File: src/rtl/alu_hilo_if.sv
// Request/response bundle between the execute stage and the HI/LO multiply/divide engine.
// The execute stage is the master; the engine is the slave.
interface alu_hilo_if #(
    parameter int DATA_W = 32
);
    logic              start;
    logic [2:0]        op;
    logic [DATA_W-1:0] data1;
    logic [DATA_W-1:0] data2;
    logic              cancel;
    logic              ready;
    logic              busy;
    logic              done;
    logic [DATA_W-1:0] reg_lo;
    logic [DATA_W-1:0] reg_hi;

    modport master (
        output start, op, data1, data2, cancel,
        input  ready, busy, done, reg_lo, reg_hi
    );

    modport slave (
        input  start, op, data1, data2, cancel,
        output ready, busy, done, reg_lo, reg_hi
    );
endinterface

File: src/rtl/alu_hilo_unit.sv
// Iterative radix-2 multiply/divide engine that owns the architectural HI/LO registers.
// Shift-add multiply and restoring divide share one 2*DATA_W accumulator.
module alu_hilo_unit #(
    parameter int DATA_W = 32,
    parameter int CNT_W  = $clog2(DATA_W) + 1
) (
    input logic       clock,
    input logic       reset_n,
    alu_hilo_if.slave bus
);
    typedef enum logic [1:0] {IDLE, RUN, FIX} state_t;

    localparam logic [2:0] OP_MULS = 3'd0;
    localparam logic [2:0] OP_MULU = 3'd1;
    localparam logic [2:0] OP_DIVS = 3'd2;
    localparam logic [2:0] OP_DIVU = 3'd3;
    localparam logic [2:0] OP_MTHI = 3'd4;
    localparam logic [2:0] OP_MTLO = 3'd5;

    function automatic logic [DATA_W-1:0] f_cneg_w(input logic neg, input logic [DATA_W-1:0] x);
        return neg ? (~x + 1'b1) : x;
    endfunction

    function automatic logic [2*DATA_W-1:0] f_cneg_d(input logic neg, input logic [2*DATA_W-1:0] x);
        return neg ? (~x + 1'b1) : x;
    endfunction

    state_t              r_state;
    logic [CNT_W-1:0]    r_cnt;
    logic [2*DATA_W-1:0] r_acc;
    logic [DATA_W-1:0]   r_opnd;
    logic [DATA_W-1:0]   r_orig_a;
    logic                r_is_div;
    logic                r_neg_res;
    logic                r_neg_rem;
    logic                r_dz;
    logic [DATA_W-1:0]   r_hi;
    logic [DATA_W-1:0]   r_lo;
    logic                r_done;

    logic                w_signed_op;
    logic                w_is_muldiv;
    logic                w_is_div_op;
    logic                w_sa;
    logic                w_sb;
    logic [DATA_W-1:0]   w_a_mag;
    logic [DATA_W-1:0]   w_b_mag;
    logic [DATA_W:0]     w_mul_sum;
    logic [2*DATA_W-1:0] w_mul_next;
    logic [DATA_W:0]     w_div_shift;
    logic [DATA_W:0]     w_div_diff;
    logic                w_div_ge;
    logic [DATA_W-1:0]   w_div_rem;
    logic [2*DATA_W-1:0] w_div_next;
    logic [2*DATA_W-1:0] w_fix_prod;
    logic [DATA_W-1:0]   w_fix_quo;
    logic [DATA_W-1:0]   w_fix_rem;

    assign w_signed_op = (bus.op == OP_MULS) || (bus.op == OP_DIVS);
    assign w_is_muldiv = (bus.op <= OP_DIVU);
    assign w_is_div_op = (bus.op == OP_DIVS) || (bus.op == OP_DIVU);
    assign w_sa        = w_signed_op & bus.data1[DATA_W-1];
    assign w_sb        = w_signed_op & bus.data2[DATA_W-1];
    assign w_a_mag     = f_cneg_w(w_sa, bus.data1);
    assign w_b_mag     = f_cneg_w(w_sb, bus.data2);

    // Multiply step: conditionally add the multiplicand into the upper half, then shift right.
    assign w_mul_sum  = {1'b0, r_acc[2*DATA_W-1:DATA_W]} + (r_acc[0] ? {1'b0, r_opnd} : '0);
    assign w_mul_next = {w_mul_sum, r_acc[DATA_W-1:1]};

    // Divide step: upper half is the partial remainder, lower half shifts dividend out and quotient in.
    assign w_div_shift = r_acc[2*DATA_W-1:DATA_W-1];
    assign w_div_diff  = w_div_shift - {1'b0, r_opnd};
    assign w_div_ge    = ~w_div_diff[DATA_W];
    assign w_div_rem   = w_div_ge ? w_div_diff[DATA_W-1:0] : w_div_shift[DATA_W-1:0];
    assign w_div_next  = {w_div_rem, r_acc[DATA_W-2:0], w_div_ge};

    assign w_fix_prod = f_cneg_d(r_neg_res, r_acc);
    assign w_fix_quo  = r_dz ? '1 : f_cneg_w(r_neg_res, r_acc[DATA_W-1:0]);
    assign w_fix_rem  = r_dz ? r_orig_a : f_cneg_w(r_neg_rem, r_acc[2*DATA_W-1:DATA_W]);

    always_ff @(posedge clock or negedge reset_n) begin
        if (!reset_n) begin
            r_state   <= IDLE;
            r_cnt     <= '0;
            r_acc     <= '0;
            r_opnd    <= '0;
            r_orig_a  <= '0;
            r_is_div  <= 1'b0;
            r_neg_res <= 1'b0;
            r_neg_rem <= 1'b0;
            r_dz      <= 1'b0;
            r_hi      <= '0;
            r_lo      <= '0;
            r_done    <= 1'b0;
        end else begin
            r_done <= 1'b0;
            case (r_state)
                IDLE: begin
                    if (bus.start && !bus.cancel) begin
                        if (w_is_muldiv) begin
                            r_is_div  <= w_is_div_op;
                            r_neg_res <= w_sa ^ w_sb;
                            r_neg_rem <= w_sa;
                            r_dz      <= w_is_div_op && (bus.data2 == '0);
                            r_orig_a  <= bus.data1;
                            r_cnt     <= CNT_W'(DATA_W);
                            r_state   <= RUN;
                            if (w_is_div_op) begin
                                r_acc  <= {{DATA_W{1'b0}}, w_a_mag};
                                r_opnd <= w_b_mag;
                            end else begin
                                r_acc  <= {{DATA_W{1'b0}}, w_b_mag};
                                r_opnd <= w_a_mag;
                            end
                        end else if (bus.op == OP_MTHI) begin
                            r_hi <= bus.data1;
                        end else if (bus.op == OP_MTLO) begin
                            r_lo <= bus.data1;
                        end
                    end
                end
                RUN: begin
                    if (bus.cancel) begin
                        r_state <= IDLE;
                    end else begin
                        r_acc <= r_is_div ? w_div_next : w_mul_next;
                        r_cnt <= r_cnt - 1'b1;
                        if (r_cnt == CNT_W'(1)) begin
                            r_state <= FIX;
                        end
                    end
                end
                FIX: begin
                    // A flush in the finalize cycle wins over the commit.
                    if (!bus.cancel) begin
                        if (r_is_div) begin
                            r_lo <= w_fix_quo;
                            r_hi <= w_fix_rem;
                        end else begin
                            r_lo <= w_fix_prod[DATA_W-1:0];
                            r_hi <= w_fix_prod[2*DATA_W-1:DATA_W];
                        end
                        r_done <= 1'b1;
                    end
                    r_state <= IDLE;
                end
                default: r_state <= IDLE;
            endcase
        end
    end

    assign bus.busy   = (r_state != IDLE);
    assign bus.ready  = (r_state == IDLE);
    assign bus.done   = r_done;
    assign bus.reg_lo = r_lo;
    assign bus.reg_hi = r_hi;
endmodule

File: src/flat_wrapper.sv
// flat-port wrapper written by rule: the top's interface ports become plain ports
module alu_hilo_unit_flat 
#(
    parameter int DATA_W = 32,
    parameter int CNT_W  = $clog2(DATA_W) + 1
)
  (clock, reset_n, bus_start, bus_op, bus_data1, bus_data2, bus_cancel, bus_ready, bus_busy, bus_done, bus_reg_lo, bus_reg_hi);
  alu_hilo_if #(.DATA_W(DATA_W)) bus_i ();
  input logic clock;
  input logic reset_n;
  input wire logic [$bits(bus_i.start)-1:0] bus_start;
  input wire logic [$bits(bus_i.op)-1:0] bus_op;
  input wire logic [$bits(bus_i.data1)-1:0] bus_data1;
  input wire logic [$bits(bus_i.data2)-1:0] bus_data2;
  input wire logic [$bits(bus_i.cancel)-1:0] bus_cancel;
  output wire logic [$bits(bus_i.ready)-1:0] bus_ready;
  output wire logic [$bits(bus_i.busy)-1:0] bus_busy;
  output wire logic [$bits(bus_i.done)-1:0] bus_done;
  output wire logic [$bits(bus_i.reg_lo)-1:0] bus_reg_lo;
  output wire logic [$bits(bus_i.reg_hi)-1:0] bus_reg_hi;
  assign bus_i.start = bus_start;
  assign bus_i.op = bus_op;
  assign bus_i.data1 = bus_data1;
  assign bus_i.data2 = bus_data2;
  assign bus_i.cancel = bus_cancel;
  assign bus_ready = bus_i.ready;
  assign bus_busy = bus_i.busy;
  assign bus_done = bus_i.done;
  assign bus_reg_lo = bus_i.reg_lo;
  assign bus_reg_hi = bus_i.reg_hi;
  alu_hilo_unit #(.DATA_W(DATA_W), .CNT_W(CNT_W)) u_core (.clock(clock), .reset_n(reset_n), .bus(bus_i));
endmodule
File: config.mk
export PLATFORM = sky130hd
export DESIGN_NAME = alu_hilo_unit_flat
export DESIGN_NICKNAME = d
export VERILOG_FILES = /design/src/rtl/alu_hilo_if.sv /design/src/rtl/alu_hilo_unit.sv /design/src/flat_wrapper.sv
export SDC_FILE = /design/constraint.sdc
export NUM_CORES = 1
export LEC_CHECK = 0
export CORE_UTILIZATION = 55
export CTS_CLUSTER_DIAMETER = 200
export DETAILED_ROUTE_END_ITERATION = 6
export PLACE_DENSITY_LB_ADDON = 0.1
export SLEW_MARGIN = 20
export SYNTH_ARGS = -nofsm -noshare
export SYNTH_HDL_FRONTEND = slang
export SYNTH_SLANG_ARGS = --single-unit
File: constraint.sdc
create_clock -name clock -period 4.9 [get_ports clock]
set_clock_uncertainty 0.1 [all_clocks]
set_input_delay 0.98 -clock clock [delete_from_list [all_inputs] [get_ports clock]]
set_output_delay 0.98 -clock clock [all_outputs]
set_load 0.01 [all_outputs]
# [Word level (Yosys, flattened, before mapping)]
# Cells that the tools add are included.
[word_totals] out_inout_bits=67 in_bits=71 register_bits=205 wordCells=102
[classes] n_eq_ne=16 add_sub_neg=8 bitwise=9 magnitude_cmp=1 mux=40 n_reduce_logical=16
[ops] operator="two-way mux 32 bit" n=21
[ops] operator="two-way mux 64 bit" n=5
[ops] operator="adder 32 x 1 -> 32 bit, second input constant" n=4
[ops] operator="inverter 32 bit" n=4
[ops] operator="one-hot mux 32 bit (2 select lines)" n=2
[ops] operator="one-hot mux 64 bit (2 select lines)" n=1
[ops] operator="adder 64 x 1 -> 64 bit, second input constant" n=1
[ops] operator="inverter 64 bit" n=1
[ops] operator="adder 32 x 33 -> 33 bit" n=1
[ops] operator="subtractor 33 x 32 -> 33 bit" n=1
[ops] operator="zero test 32 bit" n=1
[ops] operator="two-way mux 6 bit" n=3
[ops] operator="one-hot mux 6 bit (2 select lines)" n=1
[ops] operator="two-way mux 2 bit" n=4
[ops] operator="!= test 2 x 1 -> 1 bit, second input constant" n=4
[ops] operator="!= test 2 bit, second input constant" n=4
[ops] operator="== test 3 x 2 -> 1 bit, second input constant" n=2
[ops] operator="== test 3 bit, second input constant" n=2
[ops] operator="== test 6 x 1 -> 1 bit, second input constant" n=1
[ops] operator="AND reduction 3 bit" n=2
[ops] operator="AND reduction 6 bit" n=1
[ops] operator="nonzero test 2 bit" n=3
[ops] operator="subtractor 6 x 1 -> 6 bit, second input constant" n=1
[ops] operator="AND reduction 5 bit" n=1
[ops] operator="other kinds (15)" n=19

# [Longest topological paths before layout]
[depth] ltp_word=8 mapped_depth=14 mapped_depth_nobuf=14

# [Worst setup path before layout]
# OpenSTA, ideal clock, no wires.
[synth_path] kind="reg-to-reg" from="register u_core.r_acc[0]" to="register u_core.r_acc[56]" arrival_time_ps=3333 setup_slack_ps=1341 setup_ps=126 path_stages_with_launch=14 synth_period_minus_slack_ps=3559 required_ps=4674 path_buffers=1 cell_sequence="dfrtp_1 > inv_1 > clkbuf_1 > nor2_1 > ha_1 > a21oi_1 > nor3b_1 > a2111oi_0 > a31oi_1 > o41a_1 > and3_1 > a311oi_1 > xnor2_1 > a221o_1"
[synth_via] elab_chain_cells=5
[synth_rtl] element="start: declaration" line="alu_hilo_unit.sv:30" text="logic [2*DATA_W-1:0] r_acc;"
[synth_rtl] element="start signal: assignment" line="alu_hilo_unit.sv:110" text="r_acc <= {{DATA_W{1'b0}}, w_a_mag};"
[synth_rtl] element="start signal: assignment" line="alu_hilo_unit.sv:113" text="r_acc <= {{DATA_W{1'b0}}, w_b_mag};"
[synth_rtl] element="start signal: assignment" line="alu_hilo_unit.sv:127" text="r_acc <= r_is_div ? w_div_next : w_mul_next;"
[synth_rtl] element="two-way mux 32 bit" line="alu_hilo_unit.sv:68" text="assign w_mul_sum = {1'b0, r_acc[2*DATA_W-1:DATA_W]} + (r_acc[0] ? {1'b0, r_opnd} : '0);"
[synth_rtl] element="adder 32 x 33 -> 33 bit" line="alu_hilo_unit.sv:68"
[synth_rtl] element="two-way mux 64 bit" line="alu_hilo_unit.sv:127"
[synth_rtl] element="two-way mux 64 bit" line="alu_hilo_unit.sv:124" text="if (bus.cancel) begin"
[synth_rtl] element="one-hot mux 64 bit (2 select lines)" line="alu_hilo_unit.sv:98" text="case (r_state)"
# Every way passes these cells. The select of a mux whose other input is x is not followed.
# A chain may end at the register's enable or synchronous reset.

# [Worst setup path in the final report]
[layout_path] from="register u_core.r_acc[0]" to="register u_core.r_acc[60]"
# Same word-level chain as after synthesis.

==> impl_table.tex <==
\begin{tabular}{lr}
\hline
Metric & Value \\
\hline
\multicolumn{2}{l}{\textbf{Run status}} \\
\quad Outcome & finished clean \\
\multicolumn{2}{l}{\textbf{Finish}} \\
\quad Filler instances & 2,690 \\
\quad Commonest cells after routing, fill and taps aside & 360 x sky130\_fd\_sc\_hd\_\_nand2\_1, 262 x sky130\_fd\_sc\_hd\_\_o21ai\_0, 203 x sky130\_fd\_sc\_hd\_\_dfrtp\_1 \\
\quad Area delta synth->final & 16.1\% \\
\quad Net count, final & 2,458 \\
\quad Most frequent standard cell in the layout excluding fill and tap cells & sky130\_fd\_sc\_hd\_\_nand2\_1 \\
\quad Layout cell share with drive strength beyond 1 & 0.0600 \\
\multicolumn{2}{l}{\textbf{Route}} \\
\quad Detail-routed net length per standard cell & 23.3 um \\
\quad Post-detailed-route count of antenna-violating nets & 0 \\
\quad Total number of vias & 17.6k \\
\quad First-pass iteration count of the detailed router & 6 \\
\quad Initial detailed-routing violation count & 2,014 \\
\quad Ratio of routed vias to standard cells & 6.47 \\
\quad Detailed-route DRC error count & 0 \\
\quad Drt total wl & 63,600 um \\
\multicolumn{2}{l}{\textbf{Power and ir drop}} \\
\quad Portion of total power attributed to combinational logic & 0.556 \\
\quad Total internal power & 6.28 mW \\
\quad Maximum vdd drop & 493 uV \\
\quad Leak & 8.49 nW \\
\quad Portion of total power attributed to sequential cells & 0.257 \\
\quad Switching portion of total power & 0.466 \\
\quad Power per unit of standard cell area & 596 mW/mm\^{}2 \\
\quad Total Power & 11.8 mW \\
\quad Clock share of power & 0.187 \\
\quad Net Sw Power & 5.48 mW \\
\multicolumn{2}{l}{\textbf{Global routing}} \\
\quad Maximum number of pins on one net before global-route repair & 102 \\
\quad Wire length of the first global-routing pass & 95,800 um \\
\quad Vias in the first global route & 16.6k \\
\quad Overall overflow remaining after global route & 0 \\
\quad Antenna violations before repair & 4 \\
\quad Global routing usage summed across all routing layers & 0.400 \\
\multicolumn{2}{l}{\textbf{STA}} \\
\quad Rel. slew slack & 0.231 \\
\quad Final setup violation count & 0 \\
\quad Setup repair after global routing missed its margin & no \\
\quad Post-route setup TNS & 0 ns \\
\quad Final Slew Violations & 0 \\
\quad Slew @ Worst Pin & 1.15 ns \\
\quad Tmin final & 4.14 ns \\
\quad Maximum clock rate & 241 MHz \\
\quad Fin crit share & 0.845 \\
\quad Final count of hold timing violations & 0 \\
\multicolumn{2}{l}{\textbf{Clock network}} \\
\quad Post-CTS clock slew at the launch and capture registers of the worst setup and hold paths & 0.07 ns \\
\quad Root Buffer & sky130\_fd\_sc\_hd\_\_clkbuf\_16 \\
\quad CTS tree & yes \\
\quad Worst-skew pair later-pin latency & 0.56 ns \\
\quad Hold-fix buffers at CTS & 0 \\
\quad Post-CTS repair timing setup buffer count & 0 \\
\quad Quantity of gates resized following cts & 0 \\
\quad Longest Clk Path Bufs & 3 \\
\quad Number of clock buffers inserted by TritonCTS & 26 \\
\quad Maximum level of the CTS H-tree & 1 \\
\quad Sinks on the clock net & 205 \\
\multicolumn{2}{l}{\textbf{Logic synthesis}} \\
\quad Synthesized cell area & 0.0170 mm\^{}2 \\
\quad Syn Nets & 2,395 \\
\quad Flip-flop and latch count after synthesis & 205 \\
\quad Proportion of register bits with asynchronous set or reset after synthesis & 1.00 \\
\quad Number of warnings printed during yosys synthesis & 0 \\
\quad EDFF count, synth & 0 \\
\quad Avg Cell Area, Syn & 7.54 um\^{}2 \\
\quad Number of standard cells after synthesis & 2,252 \\
\quad Sequential fraction of the synthesis area & 0.302 \\
\quad Top flip-flop cell by instance count after synthesis & sky130\_fd\_sc\_hd\_\_dfrtp\_1 \\
\quad Number of distinct standard cells referenced by the synthesized netlist & 65 \\
\multicolumn{2}{l}{\textbf{Floorplanning}} \\
\quad Number of placed I/O pins & 138 \\
\quad Initial core utilization & 0.566 \\
\quad Floorplan die width & 178 um \\
\quad DIE AREA & 0.0316 mm\^{}2 \\
\quad Y dimension of the die & 178 um \\
\quad Number of standard-cell rows in the floorplan & 63 \\
\quad Area of the core & 0.0300 mm\^{}2 \\
\multicolumn{2}{l}{\textbf{Setup path}} \\
\quad CP Launch Type & flip-flop \\
\quad Max Fanout on Critical Path & 8 \\
\quad Crit Path Class & flip-flop to flip-flop \\
\quad Buf/Inv on CP & 1 \\
\quad Cell family with the largest share of critical-path delay & compound AO/OA/AOI/OAI gates \\
\quad Stage delay of the slowest cell on the critical path & 0.62 ns \\
\quad Worst path cell trace & inv\_1, nor2\_1, ha\_1, a21oi\_1, nor3b\_1, a2111oi\_0, a31oi\_1, o41a\_1, and3\_1, a221oi\_1, xnor2\_1, o21ai\_0, o21ai\_0 \\
\quad Signal arrival time at the worst endpoint & 4.51 ns \\
\quad Element type at the critical path end & flip-flop \\
\quad FF-to-FF Start & u\_core.r\_acc[0]\$\_DFFE\_PN0P\_ \\
\quad Required time at the endpoint of the critical path & 5.27 ns \\
\quad Critical path's slowest cell & sky130\_fd\_sc\_hd\_\_a2111oi\_0 \\
\quad Stages on worst setup path & 13 \\
\quad Most prevalent standard cell on the critical path & sky130\_fd\_sc\_hd\_\_o21ai\_0 \\
\quad Worst-case reg-to-reg path depth & 13 \\
\quad Critical path startpoint & u\_core.r\_acc[0]\$\_DFFE\_PN0P\_ \\
\multicolumn{2}{l}{\textbf{Place}} \\
\quad HPWL reported at the end of detailed placement & 46,600 um \\
\quad Input/output buffers & 137 \\
\quad GP Congestion & 1.01 \\
\multicolumn{2}{l}{\textbf{Worst hold path}} \\
\quad Path type of the worst min-delay path & flip-flop to flip-flop \\
\quad Min-Delay Path Depth & 2 \\
\quad Startpoint of the lowest-slack hold path & u\_core.r\_orig\_a[11]\$\_DFFE\_PN0P\_ \\
\multicolumn{2}{l}{\textbf{Flow run}} \\
\quad Max-cap violations & 0 \\
\hline
\end{tabular}
registers in the layout (all words and copies together) (netlist names):
register,count
u_core.bus.reg_lo,32
u_core.r_orig_a,32
u_core.r_is_div,1
u_core.bus.done,1
u_core.r_neg_rem,1
u_core.r_cnt,6
u_core.r_acc,64
u_core.r_neg_res,1
u_core.bus.reg_hi,32
u_core.r_state,2
u_core.r_opnd,32
u_core.r_dz,1
per-layer routing:
layer / GRT usage / up-vias / share of wire
li1: - / 8092 / -
met1: 0.526 / 8360 / 0.40
met2: 0.625 / 961 / 0.44
met3: 0.0741 / 211 / 0.093
met4: 0.207 / 4 / 0.061
met5: 0 / - / 0.00044
final timing paths:
check | endpoint | slack, ns
worst max-delay path | u_core.r_acc[60]$_DFFE_PN0P_ | 0.76
worst min-delay path | u_core.r_orig_a[11]$_DFFE_PN0P_ | 0.38
worst max register to register | u_core.r_acc[60]$_DFFE_PN0P_ | 0.76
worst min register to register | u_core.r_orig_a[11]$_DFFE_PN0P_ | 0.38
max in group asynchronous | u_core.r_opnd[2]$_DFFE_PN0P_ | 3.29
min in group asynchronous | u_core.r_acc[50]$_DFFE_PN0P_ | 0.42
stage by stage:
| stage | util | setup slack (ns) | hold slack (ns) | instance area (um^2) | std cells |
|---|---|---|---|---|---|
| after global placement | 0.624 | 0.725 | 0.360 | 18800 | 2677 |
| after CTS | 0.657 | 0.870 | 0.379 | 19700 | 2724 |
| final | 0.657 | 0.759 | 0.377 | 19700 | 2725 |
| after floorplan | - | 1.34 | 0.345 | 17000 | 2252 |
| after global routing | 0.657 | 0.574 | 0.399 | 19700 | 2724 |
| after detailed placement | 0.624 | 0.611 | 0.363 | 18800 | 2677 |
cell usage after synthesis, drive strengths merged, types with 5 or more instances:
library cell | number | area [um^2]
nand2 | 360 | 1350
o21ai | 271 | 1370
dfrtp | 205 | 5130
nor2 | 187 | 702
a21oi | 172 | 861
clkbuf | 140 | 526
xnor2 | 118 | 1030
xor2 | 89 | 780
ha | 70 | 876
inv | 68 | 255
mux2i | 60 | 601
nor3 | 55 | 275
o22ai | 38 | 238
a21o | 30 | 225
nand3 | 29 | 145
o211ai | 29 | 218
or3 | 28 | 190
buf | 27 | 110
o31ai | 23 | 173
nor4 | 21 | 131
a211oi | 19 | 143
a22oi | 18 | 135
a31oi | 18 | 113
nand2b | 15 | 93.8
nand4 | 14 | 87.6
and3 | 13 | 81.3
nor2b | 11 | 68.8
o21a | 11 | 82.6
o221ai | 10 | 87.6
and2 | 9 | 56.3
o21bai | 9 | 67.6
o41ai | 9 | 86.3
a221oi | 8 | 70.1
mux2 | 7 | 78.8
or4 | 7 | 56.3
a221o | 6 | 60.1
nor3b | 5 | 37.5
worst reg2reg max path: cells and delay by family (launching register included):
family          cells  cell delay, ns
compound gates      7            2.33
xor+xnor            1            0.16
fa+ha+maj           1            0.36
buf+inv             1            0.29
flops               1            0.38
simple gates        3            0.44
power by group through the flow:
| stage | Sequential [mW] | Combinational, mW | Clock [mW] |
|---|---|---|---|
| floorplan | 2.66 | 4.60 | 0 |
| global placement | 2.99 | 6.29 | 0 |
| detailed placement | 3.00 | 6.39 | 0 |
| CTS | 2.98 | 6.42 | 2.20 |
| global route | 3.06 | 7.11 | 2.27 |
| finish | 3.02 | 6.54 | 2.20 |
logic make-up after synthesis:
group,synth area share
adder cells (fa/ha/maj),0.0539
buffers and inverters,0.0524
flip-flops,0.302
AND/OR/NAND/NOR,0.200
AO/OA/AOI/OAI,0.245
multiplexers,0.0400
XOR/XNOR,0.107
layout make-up:
| type | instances | area, um^2 | area share |
|---|---|---|---|
| sequential | 205 | 5130 | 0.260 |
| multi-input combinational | 1812 | 11000 | 0.558 |
| antenna | 1 | 2.50 | 0.000127 |
| clock inverter | 18 | 274 | 0.0139 |
| tap | 390 | 488 | 0.0247 |
| clock buffer | 29 | 692 | 0.0351 |
| inverter | 68 | 255 | 0.0129 |
| timing repair buffer | 202 | 1870 | 0.0949 |
Power figures use the tool's default switching activity.
